<file path="src/rtl/trng_vn_harvester.sv">
// Entropy harvester: synchronised XOR of NUM_SRC cells, von Neumann debias, word packing.
// Optional repetition-count health test enabled by defining TRNG_HEALTH_TEST_EN.
module trng_vn_harvester #(
  parameter int NUM_SRC    = 4,
  parameter int OUT_WIDTH  = 8,
  parameter int SAMPLE_DIV = 4,
  parameter int REP_LIMIT  = 16
) (
  input  logic                 clk,
  input  logic                 rst_n,
  input  logic                 ena,
  input  logic [NUM_SRC-1:0]   src_in,
  output logic [OUT_WIDTH-1:0] out_data,
  output logic                 out_valid,
  input  logic                 out_ready,
  output logic                 health_fail
);

  localparam int DIV_W = (SAMPLE_DIV > 1) ? $clog2(SAMPLE_DIV) : 1;
  localparam int CNT_W = $clog2(OUT_WIDTH);
  localparam logic [DIV_W-1:0] DIV_LAST = DIV_W'(SAMPLE_DIV - 1);
  localparam logic [CNT_W-1:0] CNT_LAST = CNT_W'(OUT_WIDTH - 1);

  localparam logic [0:0] S_IDLE  = 1'b0;
  localparam logic [0:0] S_HAVE1 = 1'b1;

  if (NUM_SRC < 1 || OUT_WIDTH < 2 || SAMPLE_DIV < 1 || REP_LIMIT < 2) begin : g_bad_param
    $error("trng_vn_harvester: parameter out of range");
  end

  logic [NUM_SRC-1:0]   r_sync1;
  logic [NUM_SRC-1:0]   r_sync2;
  logic [DIV_W-1:0]     r_div;
  logic [0:0]           r_state;
  logic                 r_b0;
  logic [OUT_WIDTH-2:0] r_sr;
  logic [CNT_W-1:0]     r_cnt;
  logic [OUT_WIDTH-1:0] r_data;
  logic                 r_valid;

  logic                 w_raw;
  logic                 w_strobe;
  logic                 w_inhibit;
  logic                 w_emit;
  logic                 w_last;
  logic                 w_xfer;
  logic [OUT_WIDTH-1:0] w_word;

  always_ff @(posedge clk or negedge rst_n) begin
    if (!rst_n) begin
      r_sync1 <= '0;
      r_sync2 <= '0;
    end else begin
      r_sync1 <= src_in;
      r_sync2 <= r_sync1;
    end
  end

  assign w_raw    = ^r_sync2;
  assign w_strobe = ena & (r_div == DIV_LAST);

  always_ff @(posedge clk or negedge rst_n) begin
    if (!rst_n) begin
      r_div <= '0;
    end else if (ena) begin
      r_div <= (r_div == DIV_LAST) ? '0 : r_div + DIV_W'(1);
    end
  end

  // A bit is produced only on the second sample of a pair, and only when the two differ.
  assign w_emit = w_strobe & ~w_inhibit & (r_state == S_HAVE1) & (w_raw != r_b0);
  assign w_word = {r_sr, r_b0};
  assign w_last = w_emit & (r_cnt == CNT_LAST);
  assign w_xfer = r_valid & out_ready;

  always_ff @(posedge clk or negedge rst_n) begin
    if (!rst_n) begin
      r_state <= S_IDLE;
      r_b0    <= 1'b0;
    end else if (w_inhibit) begin
      r_state <= S_IDLE;
    end else if (w_strobe) begin
      case (r_state)
        S_IDLE: begin
          r_b0    <= w_raw;
          r_state <= S_HAVE1;
        end
        default: r_state <= S_IDLE;
      endcase
    end
  end

  always_ff @(posedge clk or negedge rst_n) begin
    if (!rst_n) begin
      r_sr  <= '0;
      r_cnt <= '0;
    end else if (w_emit) begin
      r_sr  <= w_word[OUT_WIDTH-2:0];
      r_cnt <= w_last ? '0 : r_cnt + CNT_W'(1);
    end
  end

  // A completed word that finds the output slot still occupied is discarded.
  always_ff @(posedge clk or negedge rst_n) begin
    if (!rst_n) begin
      r_data  <= '0;
      r_valid <= 1'b0;
    end else if (w_last && (!r_valid || w_xfer)) begin
      r_data  <= w_word;
      r_valid <= 1'b1;
    end else if (w_xfer) begin
      r_valid <= 1'b0;
    end
  end

  assign out_data  = r_data;
  assign out_valid = r_valid;

`ifdef TRNG_HEALTH_TEST_EN
  localparam int REP_W = $clog2(REP_LIMIT + 1);
  localparam logic [REP_W-1:0] REP_MAX = REP_W'(REP_LIMIT);

  logic [REP_W-1:0] r_rep;
  logic             r_prev_raw;
  logic             r_health;
  logic [REP_W-1:0] w_rep_next;

  always_comb begin
    w_rep_next = r_rep;
    if (w_raw != r_prev_raw) begin
      w_rep_next = REP_W'(1);
    end else if (r_rep != REP_MAX) begin
      w_rep_next = r_rep + REP_W'(1);
    end
  end

  always_ff @(posedge clk or negedge rst_n) begin
    if (!rst_n) begin
      r_rep      <= '0;
      r_prev_raw <= 1'b0;
      r_health   <= 1'b0;
    end else if (w_strobe) begin
      r_rep      <= w_rep_next;
      r_prev_raw <= w_raw;
      if (w_rep_next == REP_MAX) r_health <= 1'b1;
    end
  end

  assign w_inhibit   = r_health;
  assign health_fail = r_health;
`else
  assign w_inhibit   = 1'b0;
  assign health_fail = 1'b0;
`endif

endmodule

</file>
<file path="config.mk">
export PLATFORM = sky130hd
export DESIGN_NAME = trng_vn_harvester
export DESIGN_NICKNAME = d
export VERILOG_FILES = /design/src/rtl/trng_vn_harvester.sv
export SDC_FILE = /design/constraint.sdc
export NUM_CORES = 1
export LEC_CHECK = 0
export ABC_CLOCK_PERIOD_IN_PS = 1600
export BUFFER_PORTS_ARGS = -buffer_cell sky130_fd_sc_hd__buf_4
export CELL_PAD_IN_SITES_DETAIL_PLACEMENT = 0
export CELL_PAD_IN_SITES_GLOBAL_PLACEMENT = 1
export CORE_ASPECT_RATIO = 1.2
export CORE_MARGIN = 5
export CORE_UTILIZATION = 41
export CTS_BUF_LIST = sky130_fd_sc_hd__clkbuf_16
export CTS_CLUSTER_SIZE = 25
export DETAILED_ROUTE_END_ITERATION = 16
export PLACE_DENSITY = 0.84
export SETUP_SLACK_MARGIN = 0.15
export SYNTH_ARGS = -nofsm -noshare
export SYNTH_HDL_FRONTEND = slang
export SYNTH_SLANG_ARGS = --single-unit
</file>
<file path="constraint.sdc">
create_clock -name clk -period 1.6 [get_ports clk]
set_clock_uncertainty 0.05 [all_clocks]
set_input_delay 0.08 -clock clk [delete_from_list [all_inputs] [get_ports clk]]
set_output_delay 0.08 -clock clk [all_outputs]
set_load 0.01 [all_outputs]
</file>
# ---- Yosys cells after proc, flatten, opt, wreduce, memory -nomap -nowiden
# Cells that the tools add are included.
dict set report totals {
  ff_bits 31
  latch_bits 0
  mem_bits_rw 0
  mem_bits_ro 0
  in_bits 8
  output_inout_bits 10
  word_cells 31
  n_memories 0
}
dict set report classes {
  add_sub_neg 2
  multipliers 0
  div_mod_pow 0
  magnitude_cmp 0
  n_eq_ne 3
  n_shift 0
  mux 5
  bitwise 6
  n_reduce_logical 6
}
# op count
set ops {}
lappend ops {{bitwise AND 1 bit} 5}
lappend ops {{parity 4 bit} 1}
lappend ops {{adder 3 x 1 -> 3 bit, second input constant} 1}
lappend ops {{equality test 3 bit, second input constant} 1}
lappend ops {{two-way mux 1 bit} 3}
lappend ops {{two-way mux 3 bit} 1}
lappend ops {{adder 2 x 1 -> 2 bit, second input constant} 1}
lappend ops {{equality test 2 bit, second input constant} 1}
lappend ops {{two-way mux 2 bit} 1}
lappend ops {{AND reduction 2 bit} 1}
lappend ops {{nonzero test 2 bit} 1}
lappend ops {{logical AND 1 bit} 1}
lappend ops {{logical NOT 1 bit} 1}
lappend ops {{logical OR 1 bit} 1}
lappend ops {{!= test 1 bit} 1}
lappend ops {{NOT 1 bit} 1}

# ---- Longest topological paths before layout
dict set report depth {
  ltp_word 7
  depth_mapped 5
  ltp_nobuf 5
}

# ---- Worst setup path after synthesis
# OpenSTA, ideal clock, no wires.
dict set report synth_timing {
  path_kind {register to register}
  start {register r_sync2[3]}
  end {register r_cnt[0]}
  setup_ns 0.125
  t_arrival_ns 1.553
  t_required_ns 1.425
  path_slack_ns -0.127
  path_stages_with_launch 5
  n_path_buf 0
  synth_period_minus_slack_ns 1.727
  path_cell_list {dfrtp_1 xnor2_2 xnor3_2 nor2_8 mux2_2}
}
dict set report synth_via {
  elab_chain_cells 5
}
# element line
set synth_rtl {}
lappend synth_rtl {{from (decl)} 32} ;# logic [NUM_SRC-1:0] r_sync2;
lappend synth_rtl {{from (signal assigned)} 55} ;# r_sync2 <= r_sync1;
lappend synth_rtl {{parity 4 bit *} 59} ;# assign w_raw = ^r_sync2;
lappend synth_rtl {{!= test 1 bit *} 71} ;# assign w_emit = w_strobe & ~w_inhibit & (r_state == S_HAVE1) & (w_raw != r_b0);
lappend synth_rtl {{bitwise AND 1 bit *} 71}
lappend synth_rtl {{bitwise AND 1 bit} 73} ;# assign w_last = w_emit & (r_cnt == CNT_LAST);
lappend synth_rtl {{two-way mux 3 bit} 99} ;# r_cnt <= w_last ? '0 : r_cnt + CNT_W'(1);
lappend synth_rtl {{to (signal assigned)} 99}
lappend synth_rtl {{to (decl)} 37} ;# logic [CNT_W-1:0] r_cnt;
# Mark *: on every way between the ends. The rest lies on a longest branch, timed or not.
# A chain may end at the register's enable or synchronous reset.

# ---- Final worst setup path
dict set report layout_timing {
  start {register r_sync2[2]}
  end {register r_cnt[2]}
}
# The elaborated chain is that of the path after synthesis.

==> impl_results.md <==
- Status: finished with violations
- Failing checks: setup timing
- HP Start: ena
- Final-report setup violation count: 17
- Area grow syn2layout: 47.0%
- Row cnt: 21
- Hold Path Class: in -> reg
- Hold Crit Endpoint: r_div[0]
- Fin nets: 133
- Synth Flop Type: dfrtp_1
- Largest area contributor in the netlist: dfrtp_1
- Vias in the first global route: 851
- Hold-critical path depth: 3
- Worst-Skew Late Latency: 0.27 ns
- Max Cap Viol: 0
- Max VDD drop: 0.00106 V
- Top cell type's share of synthesized area: 62.6%
- Max Freq: 544 MHz
- Placer Congestion: 0.689
- Setup crit end kind: register
- Avg Inst Size Synth: 15.5 sq um
- Vias per cell: 4.83
- Wire per inst: 15.9 microns
- Register area: 776 sq um
- Crit path required time: 1.70 ns
- Number of cells on the worst reg-to-reg path: 5
- Placed Area: 1480 sq um
- Reg2Reg Launch Point: r_sync2[2]
- Leak: 0.899 nW
- Remaining DRCs: 0
- Core box area: 2840 sq um
- Reg-to-Reg End: r_cnt[2]
- Antenna Nets Post-Route: 0
- Fin worst setup slack: -0.239 ns
- Initial antenna violation count: 0
- Top area cells in the synthesized netlist: dfrtp_1 63%, mux2_2 15%, nor2_8 3.2%, ha_1 3.0%, xnor2_1 2.1%
- CTS Buf Count: 5
- Final core occ: 64.2%
- GR Util All Layers: 12.8%
- Asr flop ratio synth: 100%
- Final WL: 2490 microns
- Syn. warnings: 0
- Drt first pass iters: 4
- Synth Net Count: 91
- Post-Syn Instances: 80
- Multi-input logic area: 558 sq um
- Mapped Area: 1240 sq um
- Hpwl dp: 1470 microns
- WP data arrival: 1.94 ns
- Flop2flop setup slack: -0.24 ns
- Post-synthesis cell type count: 21
- Initial core utilization: 43.7%
- Finished layout cell area: 1820 sq um
- Post-synthesis sequential area ratio: 62.6%
- Diode count: 0
- CP max FO: 5
- Die X: 60.2 microns
- Die Height: 70.2 microns
- Die area: 4220 sq um
- Via count: 759
- Largest net degree at the start of global routing: 32
- CTS tree: yes
- Fin. Hold Viols: 0
- GRT overflow: 0
- #FFs+latches synth: 31
- First-pass GRT wire length: 3890 microns
- Startpoint Class: register
- Most frequent cells in the layout: 31 x dfrtp_1, 26 x buf_4, 16 x mux2_4, 6 x dlygate4sd3_1, 5 x clkbuf_16
- Power Dens Cells: 1390 nW/um^2
- Pins Over Slew Limit: 0
- CTS Sinks: 31
- Crit Path Category: reg -> reg
- I/O pin total: 18
- Most common cell after layout, fill and taps aside: dfrtp_1
- RSZ-0062 raised after global routing: true
- # fillers: 208
- Port buffer count: 16
- Root Driver: clkbuf_16
- Fin crit period: 1.84 ns
- Clk slew on worst S/H paths: 0.05 ns
- Layout cells sized above 1: 51.2%
- CTS H-tree lvls: 2
- Fin crit share: 115%
- Clk buf depth: 2
- EDFF count, synth: 0
- Initial DRC Count: 22
-- synthesized netlist by cell type (2+ instances only) --
library cell	n
mux2i_1	2
o21ai_0	3
nor2_8	2
nand2_1	3
mux2_2	17
ha_1	3
nor2_1	2
dfrtp_1	31
nand3_1	2
nand2b_1	2
xnor2_1	3
-- worst max-delay path: stages (launching register included) --
cell and delay [ns]:
dfrtp_1 0.39, xnor2_2 0.20, xnor3_2 0.46, nor2_8 0.16, buf_6 0.15, mux2_4 0.30
-- flip-flops by register name, indices dropped and copies added (netlist names) --
register and cells:
r_div 2, r_state 1, r_cnt 3, r_sr 7, r_sync1 4, out_valid 1, r_sync2 4, r_b0 1
out_data 8
-- logic make-up after synthesis --
family	synth area share (%)
xor+xnor	5.35
flops	62.6
compound gates	3.03
fa+ha+maj	3.03
buf+inv	0.909
mux	17.1
other cells	0.303
simple gates	7.68
-- layout make-up --
cell class | instances | share of cell area, %
multi-input combinational | 47 | 30.7
clock inverter | 3 | 0.825
timing repair buffer | 36 | 16.5
sequential | 31 | 42.6
tap | 34 | 2.34
inverter | 1 | 0.206
clock buffer | 5 | 6.87
-- what timing repair did --
action / in CTS / in global routing
gates cloned: 0 / 0
pin swaps: 0 / 4
buffers inserted: 2 / 4
setup endpoints to repair: 18 / 19
hold buffers: 6 / 0
endpoints found under the hold margin: 36 / 0
resized for setup: 5 / 20
-- layer usage --
layer	global-route usage (%)	part of all wire, %	up-vias	routed length, microns
li1	-	-	359	-
met1	13.9	41	376	1030
met2	20.4	52	18	1300
met3	4.42	4.0	6	99
met4	8.13	2.8	0	71
met5	0	0	-	0
-- stage by stage --
step	power, mW	hold slack, ns	TNS, ns	instances	setup slack (ns)
finish	2.53	0.0549	-3.15	157	-0.239
global route	2.66	0.0585	-3.75	157	-0.264
CTS	2.43	0.0406	-2.61	153	-0.185
detailed placement	1.52	-0.0207	-2.66	137	-0.190
global placement	1.48	-0.0279	-2.09	137	-0.151
floorplan	1.33	-0.266	-1.87	80	-0.127
-- how the worst max path moves through the flow --
| stage | startpoint | endpoint | slack (ns) | cells past startpoint |
|---|---|---|---|---|
| final | r_sync2[2] | r_cnt[2] | -0.24 | 5 |
| after global routing | r_sync2[2] | r_cnt[2] | -0.26 | 5 |
| after CTS | r_sync2[1] | r_sr[5] | -0.19 | 4 |
| after detailed placement | r_sync2[1] | r_sr[5] | -0.19 | 4 |
| after global placement | r_sync2[1] | r_sr[3] | -0.15 | 4 |
| after floorplan | r_sync2[1] | r_cnt[0] | -0.13 | 4 |
-- power by group --
group / switching, mW / internal, mW / leakage (nW)
logic: 0.258 / 0.380 / 0.447
clock network: 0.325 / 0.563 / 0.0649
registers: 0.0901 / 0.917 / 0.387
(Power assumes the default switching activity.)
